**src/rtl/mem_access.sv**
```systemverilog
// ============================================================================
// Module   : mem_access
// Brief    : LC-3b memory-access stage; performs data-memory accesses (LDI/STI in two steps) and holds the MEM/WB pipeline register.
// Revision : 1.0
// ============================================================================
`default_nettype none

module mem_access (
  input  logic        clk_i,
  input  logic        reset_i,
  input  logic        ex_valid_i,
  input  logic [15:0] ex_intr_i,
  input  logic [15:0] ex_pc_i,
  input  logic [15:0] ex_alu_out_i,
  input  logic [15:0] ex_srcb_i,
  output logic        mem_stall_o,
  output logic        dmem_read_o,
  output logic        dmem_write_o,
  output logic [15:0] dmem_address_o,
  output logic [15:0] dmem_wdata_o,
  output logic [1:0]  dmem_byte_enable_o,
  input  logic [15:0] dmem_rdata_i,
  input  logic        dmem_resp_i,
  output logic        wb_valid_o,
  output logic [15:0] wb_intr_o,
  output logic [15:0] wb_pc_o,
  output logic [15:0] wb_alu_out_o,
  output logic [15:0] wb_data_o
);

  localparam logic [3:0] C_OP_LDB = 4'b0010;
  localparam logic [3:0] C_OP_LDW = 4'b0110;
  localparam logic [3:0] C_OP_LDI = 4'b1010;
  localparam logic [3:0] C_OP_STB = 4'b0011;
  localparam logic [3:0] C_OP_STW = 4'b0111;
  localparam logic [3:0] C_OP_STI = 4'b1011;

  typedef enum logic [0:0] {FIRST = 1'b0, SECOND = 1'b1} state_t;

  state_t      state_q, state_d;
  logic [15:1] ptr_q, ptr_d;

  logic        w_ldb, w_ldw, w_ldi, w_stb, w_stw, w_sti, w_mem, w_done;
  logic [15:0] w_word_addr, w_wb_data;
  logic [7:0]  w_byte;

  assign w_ldb = (ex_intr_i[15:12] == C_OP_LDB);
  assign w_ldw = (ex_intr_i[15:12] == C_OP_LDW);
  assign w_ldi = (ex_intr_i[15:12] == C_OP_LDI);
  assign w_stb = (ex_intr_i[15:12] == C_OP_STB);
  assign w_stw = (ex_intr_i[15:12] == C_OP_STW);
  assign w_sti = (ex_intr_i[15:12] == C_OP_STI);
  assign w_mem = ex_valid_i & (w_ldb | w_ldw | w_ldi | w_stb | w_stw | w_sti);

  assign w_word_addr = {ex_alu_out_i[15:1], 1'b0};

  always_comb begin
    state_d            = state_q;
    ptr_d              = ptr_q;
    dmem_read_o        = 1'b0;
    dmem_write_o       = 1'b0;
    dmem_address_o     = 16'h0000;
    dmem_wdata_o       = 16'h0000;
    dmem_byte_enable_o = 2'b00;
    w_done             = 1'b0;
    if (!w_mem) begin
      w_done  = 1'b1;
      state_d = FIRST;
    end else if (state_q == FIRST) begin
      if (w_ldi || w_sti) begin
        // Pointer fetch always reads the full word.
        dmem_read_o        = 1'b1;
        dmem_address_o     = w_word_addr;
        dmem_byte_enable_o = 2'b11;
        if (dmem_resp_i) begin
          ptr_d   = dmem_rdata_i[15:1];
          state_d = SECOND;
        end
      end else begin
        dmem_read_o  = w_ldb | w_ldw;
        dmem_write_o = w_stb | w_stw;
        if (w_ldw || w_stw) begin
          dmem_address_o     = w_word_addr;
          dmem_byte_enable_o = 2'b11;
          dmem_wdata_o       = ex_srcb_i;
        end else begin
          dmem_address_o     = ex_alu_out_i;
          dmem_byte_enable_o = ex_alu_out_i[0] ? 2'b10 : 2'b01;
          dmem_wdata_o       = {ex_srcb_i[7:0], ex_srcb_i[7:0]};
        end
        w_done = dmem_resp_i;
      end
    end else begin
      dmem_read_o        = w_ldi;
      dmem_write_o       = w_sti;
      dmem_address_o     = {ptr_q, 1'b0};
      dmem_byte_enable_o = 2'b11;
      dmem_wdata_o       = ex_srcb_i;
      if (dmem_resp_i) begin
        w_done  = 1'b1;
        state_d = FIRST;
      end
    end
    if (reset_i) begin
      dmem_read_o  = 1'b0;
      dmem_write_o = 1'b0;
    end
  end

  assign mem_stall_o = ~reset_i & w_mem & ~w_done;

  assign w_byte = ex_alu_out_i[0] ? dmem_rdata_i[15:8] : dmem_rdata_i[7:0];

  always_comb begin
    w_wb_data = ex_alu_out_i;
    if (w_mem && (w_ldw || w_ldi)) begin
      w_wb_data = dmem_rdata_i;
    end else if (w_mem && w_ldb) begin
      w_wb_data = {{8{w_byte[7]}}, w_byte};
    end
  end

  always_ff @(posedge clk_i) begin
    if (reset_i) begin
      state_q      <= FIRST;
      ptr_q        <= 15'h0000;
      wb_valid_o   <= 1'b0;
      wb_intr_o    <= 16'h0000;
      wb_pc_o      <= 16'h0000;
      wb_alu_out_o <= 16'h0000;
      wb_data_o    <= 16'h0000;
    end else begin
      state_q <= state_d;
      ptr_q   <= ptr_d;
      if (w_done) begin
        wb_valid_o   <= ex_valid_i;
        wb_intr_o    <= ex_intr_i;
        wb_pc_o      <= ex_pc_i;
        wb_alu_out_o <= ex_alu_out_i;
        wb_data_o    <= w_wb_data;
      end
    end
  end

endmodule

`default_nettype wire

```
**config.mk**
```make
export PLATFORM = sky130hd
export DESIGN_NAME = mem_access
export DESIGN_NICKNAME = d
export VERILOG_FILES = /design/src/rtl/mem_access.sv
export SDC_FILE = /design/constraint.sdc
export NUM_CORES = 1
export LEC_CHECK = 0
export CORE_UTILIZATION = 40
export DETAILED_ROUTE_END_ITERATION = 10
export PLACE_DENSITY = 0.86
export SYNTH_ARGS = -nofsm -noshare
export SYNTH_HDL_FRONTEND = slang
export SYNTH_SLANG_ARGS = --single-unit
```
**constraint.sdc**
```tcl
create_clock -name clk_i -period 2.42 [get_ports clk_i]
set_input_delay 0.484 -clock clk_i [delete_from_list [all_inputs] [get_ports clk_i]]
set_output_delay 0.484 -clock clk_i [all_outputs]
set_load 0.02 [all_outputs]
```
; ---- After elaboration in Yosys (flattened, before gate mapping)
; Cells that the tools add are included.
[totals]
out_inout_bits = 102
in_bits = 84
elab_cells = 64
ff_bits = 81
[op_classes]
mux = 31
bitwise = 13
n_reduce_logical = 7
eq_ne = 6
[op_table]
columns = operator, n
row1 = 16-bit 2-to-1 mux, 8
row2 = 1-bit 2-to-1 mux, 17
row3 = 2-bit 2-to-1 mux, 5
row4 = 4-bit by 2-bit equality test with 1-bit output (second input constant), 2
row5 = 4-bit by 3-bit equality test with 1-bit output (second input constant), 2
row6 = 4-bit equality test (second input constant), 2
row7 = 8-bit 2-to-1 mux, 1
row8 = 1-bit bitwise OR, 6
row9 = 1-bit NOT, 4
row10 = 4-bit AND reduction, 1
row11 = 1-bit AND, 3
row12 = 1-bit logical OR, 3
row13 = 1-bit logical AND, 2
row14 = 2-bit OR reduction, 1

; ---- Longest topological paths before layout
; Gate-level depths: netlist (run 1).
[logic_depth]
word_depth = 10
mapped_depth = 7
ltp_nobuf = 4

; ---- Worst setup path before layout (run 1)
; Ideal clock, no wire load.
[synth_timing]
kind = input -> output
start = input port ex_intr_i[14]
end = output port mem_stall_o
t_required_ps = 1936
arrival_time_ps = 2178
setup_slack_ps = -242
cell_stages = 3
path_cell_list = buf_6 > nand4bb_1 > a2111oi_0
[synth_between]
elab_chain_cells = 10
word_cells_on_any_way = 19
[synth_lines]
columns = item, line_no
row1 = start: declaration, 12  ; input logic [15:0] ex_intr_i,
row2 = 4-bit by 2-bit equality test with 1-bit output or 4-bit by 3-bit equality test with 1-bit output (tied branches), "47, 48"
row3 = 1-bit bitwise OR (5 in a row), 53  ; assign w_mem = ex_valid_i & (w_ldb | w_ldw | w_ldi | w_stb | w_stw | w_sti);
row4 = 1-bit AND, 53
row5 = 1-bit 2-to-1 mux, 66  ; if (!w_mem) begin
row6 = 1-bit NOT, 110  ; assign mem_stall_o = ~reset_i & w_mem & ~w_done;
row7 = 1-bit AND *, 110
row8 = end: declaration, 16  ; output logic mem_stall_o,
; Mark *: on every way between the ends. The rest lies on a longest branch, timed or not.

; ---- Worst setup path after layout (run 1)
[layout_timing]
start = input port ex_valid_i
end = output port mem_stall_o
[layout_between]
elab_chain_cells = 4
word_cells_on_any_way = 5
[layout_lines]
columns = item, line_no
row1 = start: declaration, 11  ; input logic ex_valid_i,
row2 = 1-bit AND *, 53
row3 = 1-bit 2-to-1 mux, 66
row4 = 1-bit NOT, 110
row5 = 1-bit AND *, 110
; Marked as above.

==> results of run 1 <==
[worst max-delay path: stages]
cell and delay, ns:
clkdlybuf4s50_1 0.50, nand2_1 0.08, buf_4 0.17, a2111oi_4 0.34
buf_4 0.17, buf_2 0.16
[registers in the layout, indices dropped and copies added (netlist names)]
| register | flops |
|---|---|
| state_q | 1 |
| wb_pc_o | 16 |
| wb_data_o | 16 |
| wb_intr_o | 16 |
| wb_alu_out_o | 16 |
| ptr_q | 15 |
| wb_valid_o | 1 |
[what timing repair did]
| item | CTS | global route |
|---|---|---|
| resized for setup | 150 | 6 |
| setup endpoints to repair | 37 | 6 |
| setup buffers | 1 | 0 |
| pin swaps | 2 | 0 |
[cell families after synthesis]
| group | synth area share (%) |
|---|---|
| DFF | 45.0 |
| buffers and inverters | 4.10 |
| AOI/OAI and AO/OA | 15.2 |
| and+or+nand+nor | 22.3 |
| adders and majority gates | 0.278 |
| xor gates and xnor gates | 0.243 |
| muxes | 12.8 |
[area by class of cell]
type / count / area, um^2
inverter: 2 / 7.51
clock inverter: 5 / 78.8
clock buffer: 10 / 128
fill: 731 / 2840
sequential: 81 / 1620
tap: 108 / 135
multi-input combinational: 322 / 1890
timing repair buffer: 220 / 2020
[path summary, 6_finish.rpt]
path,from,cells past startpoint,endpoint
worst max-delay path,ex_valid_i,6,mem_stall_o
worst min-delay path,reset_i,2,wb_intr_o[12]$_SDFFE_PP0P_
worst max register to register,state_q$_SDFF_PP0_,6,ptr_q[10]$_SDFFE_PP0P_
worst min register to register,wb_alu_out_o[10]$_SDFFE_PP0P_,2,wb_alu_out_o[10]$_SDFFE_PP0P_
[power by group]
group          internal [mW]  total, mW  switching (mW)
Clock                  0.577       1.07           0.492
Combinational          0.383      0.753           0.370
Sequential              1.41       1.45          0.0381
[synth_stat cells (2+ instances only)]
cell type / count / area [um^2]
buf_2: 4 / 20.0
clkbuf_1: 22 / 82.6
a21oi_1: 49 / 245
buf_1: 3 / 11.3
nand3_1: 5 / 25.0
inv_1: 2 / 7.51
nor3b_1: 2 / 15.0
a211oi_1: 9 / 67.6
nor4bb_1: 2 / 20.0
o211a_1: 2 / 20.0
nand2_1: 97 / 364
nor2_1: 51 / 191
and2_1: 8 / 50.1
o211ai_1: 6 / 45.0
nor3_1: 2 / 10.0
buf_4: 2 / 15.0
o21ai_0: 7 / 35.0
dfxtp_1: 81 / 1620
nand2b_1: 3 / 18.8
or2_2: 7 / 43.8
mux2i_1: 45 / 450
a22oi_1: 9 / 67.6
[per-layer routing]
layer	vias up	global-route usage, %	share of wire [%]
li1	1882	-	-
met1	1829	29.9	40
met2	145	47.8	52
met3	18	7.88	6.8
met4	0	7.46	1.3
met5	-	0	0
[placed cells by master (no fill, tap or decap), types with 3 or more instances in the layout]
| master | count |
|---|---|
| nor2_1 | 50 |
| buf_2 | 27 |
| a211oi_1 | 9 |
| buf_12 | 3 |
| clkdlybuf4s50_1 | 144 |
| o211ai_1 | 6 |
| clkbuf_8 | 9 |
| buf_4 | 32 |
| a22oi_1 | 9 |
| o21ai_0 | 7 |
| mux2i_1 | 45 |
| nand2_1 | 97 |
| and2_1 | 7 |
| a21oi_1 | 49 |
| dfxtp_1 | 81 |
| dlygate4sd2_1 | 4 |
| nand3_1 | 5 |
| clkdlybuf4s15_2 | 8 |
| or2_2 | 6 |
==> results_dict.tcl, run 1 <==
set metrics [dict create \
    p_per_area_mw_per_mm2 555 \
    place_ws_ns -0.547 \
    final_core_util_pct 67.5 \
    whs_ns 0.441 \
    start_util_pct 41.3 \
    fmax_ghz 0.418 \
    worst-setup-path-type "in -> out" \
    drtAntennaViolNets 0 \
    required_ns 1.94 \
    fin_setup_tns_ns 0 \
    globalplace.congestion 0.818 \
    grt_max_degree 41 \
    synth-edff-count 0 \
    core_mm2 0.00872 \
    ioPinCount 186 \
    skew_ns 0.0109 \
    power_mw 3.27 \
    post_drt_wl_per_cell_um 16.2 \
    stdcell_count 748 \
    reg2reg_slack_ns 0.42 \
    period_share_pct 98.9 \
    drc 0 \
    slew_headroom_pct 40.3 \
    maxCapViolations 0 \
    nets 720 \
    num_vias 3874 \
    postCtsHoldBufs 0 \
    gr-total-overflow 0 \
    cts-root-buf "clkbuf_8" \
    antennaDiodeCount 0 \
    die_h_um 96.9 \
    yosysSeqAreaShare_pct 45.0 \
    cts_buffers 9 \
    end_kind "output port" \
    worstSetupStartpointType "input pin" \
    syn_inst 437 \
    cts_tree "yes" \
    antenna_found_initial 0 \
    cts_max_path_buffers 2 \
    leakage_nw 2.60 \
    peakVddDrop_uv 373 \
    grt_pass1_vias 3959 \
    htree_levels 3 \
    path_max_fanout 7 \
    synth_ff_type "dfxtp_1" \
    maxSlewViolCount 0 \
    layout_setup_ws_ns 0.0277 \
    worstPathArrival_ns 1.91 \
    final_area_mm2 0.00589 \
    ys_async_sr_fraction_pct 0 \
    avgSynthCellArea_um2 8.24 \
    num_rows 34 \
    synth_cell_types 41 \
    die_x_um 96.9 \
    firstDrtPassIters 5 \
    hold_viol_final 0 \
    finalCriticalPeriod_ns 2.39 \
    layout-drive-gt1-share_pct 16.3 \
    placedInstanceArea_mm2 0.00575 \
    dp_hpwl_um 9110 \
    grt_pass1_wl_um 20000 \
    synth-seq-cells 81 \
    track_usage_pct 26.4 \
    setup_viol 0 \
    routed_wirelength_um 12100 \
    port_buffers 185 \
    rsz0062_at_grt "no" \
    status "finished, final reports clean" \
    drtIter0Drc 124 \
    cts.sinks 81 \
    hp-class "in -> reg" \
    clk_latency_ns 0.35 \
    ys_warn_count 0 \
    worstMarginPinSlew_ns 0.893 \
    synth_area_mm2 0.00360 \
    dp_cells 732 \
    syn_nets 521 \
    areaGrowthSynthToFinish_pct 63.5 \
    clkTransAtPathRegs_ns 0.08 \
    die-area_mm2 0.00938 \
    vias_per_cell 5.18 \
]
Power figures use the tool's default switching activity.
==> run 2, diff against run 1 <==
- ABC_AREA: not set -> 1
- CORE_UTILIZATION: 40 -> 41
==> run 2 against run 1 <==
Critical path depth grew 1. Routed wire length grew 11%. Final area grew 4.5%. Synthesized area increased by 6.5%. Flip-flop and latch count unchanged. Synthesized cell count grew 34%. Clock skew shrank 0.0024 ns. Global-route usage rose by 1.3 points. Hold slack improved by 0.035 ns. Largest cell class unchanged.
==> results_dict.tcl, run 2 <==
set metrics [dict create \
    status "finished, final reports clean" \
    die_h_um 98.7 \
    worst_path_largest_cell_delay_ns 0.54 \
    areaGrowthSynthToFinish_pct 60.5 \
    final_area_mm2 0.00615 \
    grt_max_degree 80 \
    leakage_nw 2.85 \
    synth-edff-count 0 \
    synth_ff_type "dfxtp_1" \
    timing.rr.start "state_q$_SDFF_PP0_" \
    htree_levels 3 \
    ys_warn_count 0 \
    fmax_ghz 0.417 \
    clk_latency_ns 0.35 \
    synth_top_cell_by_area "dfxtp_1" \
    setup_viol 0 \
    die_x_um 98.7 \
    combPwrFrac_pct 26.1 \
    internal_power_mw 2.23 \
    globalplace.congestion 0.922 \
    antennaDiodeCount 0 \
    yosys.cell_count.top_type "nor2_1" \
    reg2reg_slack_ns 0.92 \
    power_frac_seq_pct 45.1 \
    num_vias 4614 \
    clkPwrFrac_pct 28.8 \
    ioPinCount 186 \
    final_common_cell "nor2_1" \
    path_max_fanout 12 \
    required_ns 1.94 \
    antenna_found_initial 0 \
    synthTopCellsByCount "170 x nor2_1, 112 x nand2_1, 81 x dfxtp_1, 51 x o21ai_0, 37 x inv_1" \
    die-area_mm2 0.00974 \
    maxSlewViolCount 0 \
    synth-seq-cells 81 \
    path_buf_inv 4 \
    layout_common_cells "170 x nor2_1, 145 x clkdlybuf4s50_1, 111 x nand2_1" \
    drc 0 \
    port_buffers 185 \
    syn_nets 669 \
    start_util_pct 43.1 \
    crit_start "ex_valid_i" \
    avgSynthCellArea_um2 6.55 \
    p_per_area_mw_per_mm2 524 \
    p_switching_mw 0.995 \
    clkTransAtPathRegs_ns 0.08 \
    post_drt_wl_per_cell_um 14.7 \
    fill_cells 726 \
    hp-class "reg -> reg" \
    maxCapViolations 0 \
    worst-setup-path-type "in -> out" \
    drtAntennaViolNets 0 \
    layout-drive-gt1-share_pct 15.3 \
    skew_ns 0.00856 \
    slew_headroom_pct 54.5 \
    final_core_util_pct 69.2 \
    regArea_mm2 0.00162 \
    hold_viol_final 0 \
    vias_per_cell 5.05 \
    num_rows 34 \
    dp_hpwl_um 10300 \
    synth_top_area_share_pct 42.3 \
    swShare_pct 30.9 \
    worstHoldStart "wb_data_o[1]$_SDFFE_PP0P_" \
    syn_inst 585 \
    synthTopCellsByArea "dfxtp_1 42%, nor2_1 17%, nand2_1 11%" \
    firstDrtPassIters 6 \
    cts-root-buf "clkbuf_8" \
    period_share_pct 99.1 \
    placedInstanceArea_mm2 0.00605 \
    worstMarginPinSlew_ns 0.682 \
    ys_async_sr_fraction_pct 0 \
    nets 885 \
    core_mm2 0.00889 \
    cts.sinks 81 \
    gr-total-overflow 0 \
    synth_cell_types 28 \
    grt_pass1_wl_um 21700 \
    worstSetupStartpointType "input pin" \
    worstPathArrival_ns 1.91 \
    peakVddDrop_uv 349 \
    multiInputGateArea_mm2 0.00190 \
    cts_max_path_buffers 2 \
    grt_pass1_vias 4582 \
    end_kind "output port" \
    drtIter0Drc 252 \
    synth_area_mm2 0.00383 \
    routed_wirelength_um 13400 \
    track_usage_pct 27.7 \
    yosysSeqAreaShare_pct 42.3 \
    critical_path.slowest_cell "clkdlybuf4s50_1" \
    finalCriticalPeriod_ns 2.40 \
    cp_cell_sequence "clkdlybuf4s50_1, nand3_4, inv_4, nand2_1, buf_6, a211oi_1, buf_2" \
    cts_tree "yes" \
    cts_buffers 9 \
    cp_top_family "buffers and inverters" \
]
run 2: final cells by class:
| type | instances | share of cell area (%) |
|---|---|---|
| sequential | 81 | 26.4 |
| timing repair buffer | 238 | 34.8 |
| clock inverter | 6 | 0.814 |
| clock buffer | 10 | 2.24 |
| multi-input combinational | 427 | 30.9 |
| inverter | 44 | 2.73 |
| tap | 108 | 2.20 |
run 2: final timing paths:
check                              endpoint  cells past startpoint
hold / removal    wb_data_o[1]$_SDFFE_PP0P_                      2
setup reg to reg  wb_intr_o[6]$_SDFFE_PP0P_                      9
setup / recovery           dmem_wdata_o[10]                      7
hold reg to reg   wb_data_o[1]$_SDFFE_PP0P_                      2
run 2: what timing repair did:
item,4_1_cts,5_1_grt
hold buffers,0,0
setup buffers,0,0
gates resized for setup,150,11
endpoints found under the setup margin,37,30
run 2: per-layer routing:
metal / vias to the layer above / GRT usage [%] / wire (um)
met5: - / 0 / 0
met4: 0 / 9.87 / 277
met3: 26 / 6.95 / 1240
met2: 218 / 48.7 / 6500
met1: 2088 / 32.8 / 5410
li1: 2282 / - / -
run 2: through the flow:
step	setup slack (ns)	hold slack [ns]	cells	power, mW	setup TNS (ns)
floorplan	0.133	0.455	585	1.86	0
global placement	-0.552	0.447	898	2.31	-14.11
detailed placement	-0.555	0.458	898	2.33	-15.64
CTS	-0.000489	0.471	914	3.24	-0.000489
global route	-0.0564	0.506	914	3.37	-0.0564
finish	0.0215	0.476	914	3.22	0
run 2: worst register-to-register path, stage by stage, from the launching register on:
cell,delay [ns]
dfxtp_1,0.35
inv_2,0.06
nand2_2,0.07
buf_4,0.12
nand2_4,0.04
buf_4,0.16
nand2_4,0.11
buf_4,0.26
o21ai_1,0.10
nor2_1,0.15
run 2: cells by family after synthesis:
kind of cell,Yosys count,share of synthesized area (%)
simple gates,324,34.4
compound gates,103,14.2
flops,81,42.3
buf+inv,77,9.01
run 2: power groups by stage:
| stage | logic [mW] | registers, mW | clock network [mW] |
|---|---|---|---|
| after floorplan | 0.278 | 1.58 | 0 |
| after global placement | 0.830 | 1.48 | 0 |
| after detailed placement | 0.844 | 1.48 | 0 |
| after CTS | 0.836 | 1.45 | 0.947 |
| after global routing | 0.905 | 1.46 | 0.996 |
| final | 0.841 | 1.45 | 0.928 |
==> run 3, diff against run 2 <==
- CELL_PAD_IN_SITES_DETAIL_PLACEMENT: not set -> 0
- CELL_PAD_IN_SITES_GLOBAL_PLACEMENT: not set -> 1
- CORE_UTILIZATION: 41 -> 27
- PLACE_DENSITY: 0.86 -> 0.85
==> run 3 against run 2 <==
Fmax increased by 4.5%. Total power increased by 12%. Worst setup slack improved by 0.10 ns. Flip-flop and latch count unchanged. Die area increased by 51%. Final cell count increased by 8.0%. Count of clock-buffer cells in the layout increased by 2. Clock power increased by 42%. Critical path type unchanged. First-iteration DRC count decreased by 16%. Critical endpoint is now dmem_address_o[14].
==> results_dict.tcl, run 3 (synthesis results as in run 2) <==
set metrics [dict create \
    fmax_ghz 0.436 \
    globalplace.congestion 0.822 \
    routed_wirelength_um 13300 \
    maxCapViolations 0 \
    grt_max_degree 80 \
    path_buf_inv 5 \
    gr-total-overflow 0 \
    die-area_mm2 0.0147 \
    ioPinCount 186 \
    firstDrtPassIters 4 \
    die_x_um 121 \
    cts_tree "yes" \
    layout-drive-gt1-share_pct 14.3 \
    drtAntennaViolNets 0 \
    drc 0 \
    power_frac_seq_pct 40.3 \
    period_share_pct 94.9 \
    finalCriticalPeriod_ns 2.30 \
    cp.depth 7 \
    critical_path.slowest_cell "dlygate4sd2_1" \
    reg2reg_slack_ns 0.92 \
    p_switching_mw 1.01 \
    slew_headroom_pct 51.6 \
    vias_per_cell 4.37 \
    internal_power_mw 2.60 \
    final_common_cell "nor2_1" \
    layout_setup_ws_ns 0.124 \
    status "finished, final reports clean" \
    required_ns 1.94 \
    setup_viol 0 \
    worstMarginPinSlew_ns 0.726 \
    worstPathArrival_ns 1.81 \
    worst_path_largest_cell_delay_ns 0.34 \
    clkTransAtPathRegs_ns 0.06 \
    cts.sinks 81 \
    port_buffers 185 \
    num_vias 4312 \
    skew_ns 0.00215 \
    swShare_pct 27.9 \
    timing.rr.start "state_q$_SDFF_PP0_" \
    r2r_end "wb_data_o[14]$_SDFFE_PP0P_" \
    clkPwrFrac_pct 36.6 \
    rsz0062_at_grt "no" \
    dp_hpwl_um 9890 \
    htree_levels 3 \
    cp_top_family "buffers and inverters" \
    grt_pass1_wl_um 20900 \
    areaGrowthSynthToFinish_pct 66.5 \
    path_max_fanout 16 \
    leakage_nw 2.94 \
    worst-setup-path-type "in -> out" \
    end_kind "output port" \
    grt_pass1_vias 4078 \
    nets 886 \
    place_ws_ns -0.549 \
    die_h_um 121 \
    cts_max_path_buffers 2 \
    fin_setup_tns_ns 0 \
    cts-root-buf "clkbuf_16" \
    layout_common_cells "170 x nor2_1, 144 x clkdlybuf4s50_1, 111 x nand2_1" \
    cp_cell_sequence "dlygate4sd2_1, buf_4, nand3_4, buf_4, buf_12, a21oi_1, dlygate4sd2_1" \
    crit_start "ex_intr_i[13]" \
    antenna_found_initial 0 \
    cts_setup_buffers 0 \
    fill_cells 1493 \
    endpoint "dmem_address_o[14]" \
    hp-class "reg -> reg" \
    reg2reg_depth 10 \
    peakVddDrop_uv 274 \
    hold_viol_final 0 \
    cts_buffers 9 \
    num_rows 43 \
    maxSlewViolCount 0 \
    track_usage_pct 18.2 \
    start_util_pct 27.6 \
    combPwrFrac_pct 23.1 \
    p_per_area_mw_per_mm2 566 \
    drtIter0Drc 212 \
    core_mm2 0.0139 \
    antennaDiodeCount 0 \
    post_drt_wl_per_cell_um 13.5 \
    worstSetupStartpointType "input pin" \
    clk_latency_ns 0.33 \
]
==> run 3: cell count changes in the layout (fill, tap and decap cells not counted), moves of 3 or more <==
| cell | change |
|---|---|
| a211oi_2 | -4 |
| clkdlybuf4s15_1 | -3 |
| dlygate4sd2_1 | +8 |
| buf_12 | +6 |
| a211oi_1 | +4 |
| clkbuf_8 | -7 |
| buf_2 | -14 |
| clkbuf_16 | +9 |
| buf_4 | -8 |
| clkbuf_2 | +17 |
==> run 3: layer usage <==
layer	global-route usage [%]	vias up	wire (um)
met1	23.7	1882	6150
met2	28.4	138	5850
met5	0	-	0
met4	4.71	0	106
li1	-	2286	-
met3	6.53	6	1220
==> run 3: per-stage QoR <==
| step | total power [mW] | hold WS, ns | instance area (um^2) | std cells | utilization (%) |
|---|---|---|---|---|---|
| finish | 3.61 | 0.464 | 6380 | 987 | 46.0 |
| global route | 3.78 | 0.494 | 6380 | 987 | 46.0 |
| CTS | 3.66 | 0.460 | 6440 | 987 | 46.4 |
| detailed placement | 2.34 | 0.449 | 6220 | 971 | 44.8 |
| global placement | 2.34 | 0.444 | 6220 | 971 | 44.8 |
| floorplan | 1.86 | 0.455 | 3830 | 585 | - |
==> run 3: worst register-to-register path: cells and delay by family, from the launching register on <==
family	cells	cell delay, ns
flip-flops	1	0.34
buffers and inverters	4	0.50
AND/OR/NAND/NOR	6	0.57
==> run 3: area by class of cell <==
type,instances,area (um^2),share of cell area [%]
Sequential cell,81,1620,25.4
Tap cell,180,225,3.53
Clock inverter,4,26.3,0.412
Timing Repair Buffer,239,2200,34.5
Inverter,44,168,2.63
Multi-Input combinational cell,427,1870,29.4
Clock buffer,12,267,4.18
==> run 3: worst min path at each step <==
stage | from | endpoint | slack [ns] | cells past startpoint
global placement | wb_data_o[1]$_SDFFE_PP0P_ | wb_data_o[1]$_SDFFE_PP0P_ | 0.44 | 2
CTS | wb_data_o[1]$_SDFFE_PP0P_ | wb_data_o[1]$_SDFFE_PP0P_ | 0.46 | 2
finish | wb_data_o[1]$_SDFFE_PP0P_ | wb_data_o[1]$_SDFFE_PP0P_ | 0.46 | 2
global route | wb_valid_o$_SDFFE_PP0P_ | wb_valid_o$_SDFFE_PP0P_ | 0.49 | 2
floorplan | ptr_q[10]$_SDFFE_PP0P_ | ptr_q[10]$_SDFFE_PP0P_ | 0.45 | 2
detailed placement | wb_data_o[1]$_SDFFE_PP0P_ | wb_data_o[1]$_SDFFE_PP0P_ | 0.45 | 2
==> run 3: power by group through the flow <==
stage | Combinational, mW | Clock [mW] | Sequential [mW]
finish | 0.834 | 1.32 | 1.46
global route | 0.906 | 1.41 | 1.46
CTS | 0.843 | 1.36 | 1.46
detailed placement | 0.857 | 0 | 1.48
global placement | 0.859 | 0 | 1.48
floorplan | 0.278 | 0 | 1.58
==> run 3: what timing repair did <==
action,4_1_cts,5_1_grt
resized for setup,77,43
hold buffers,0,0
setup endpoints to repair,37,26
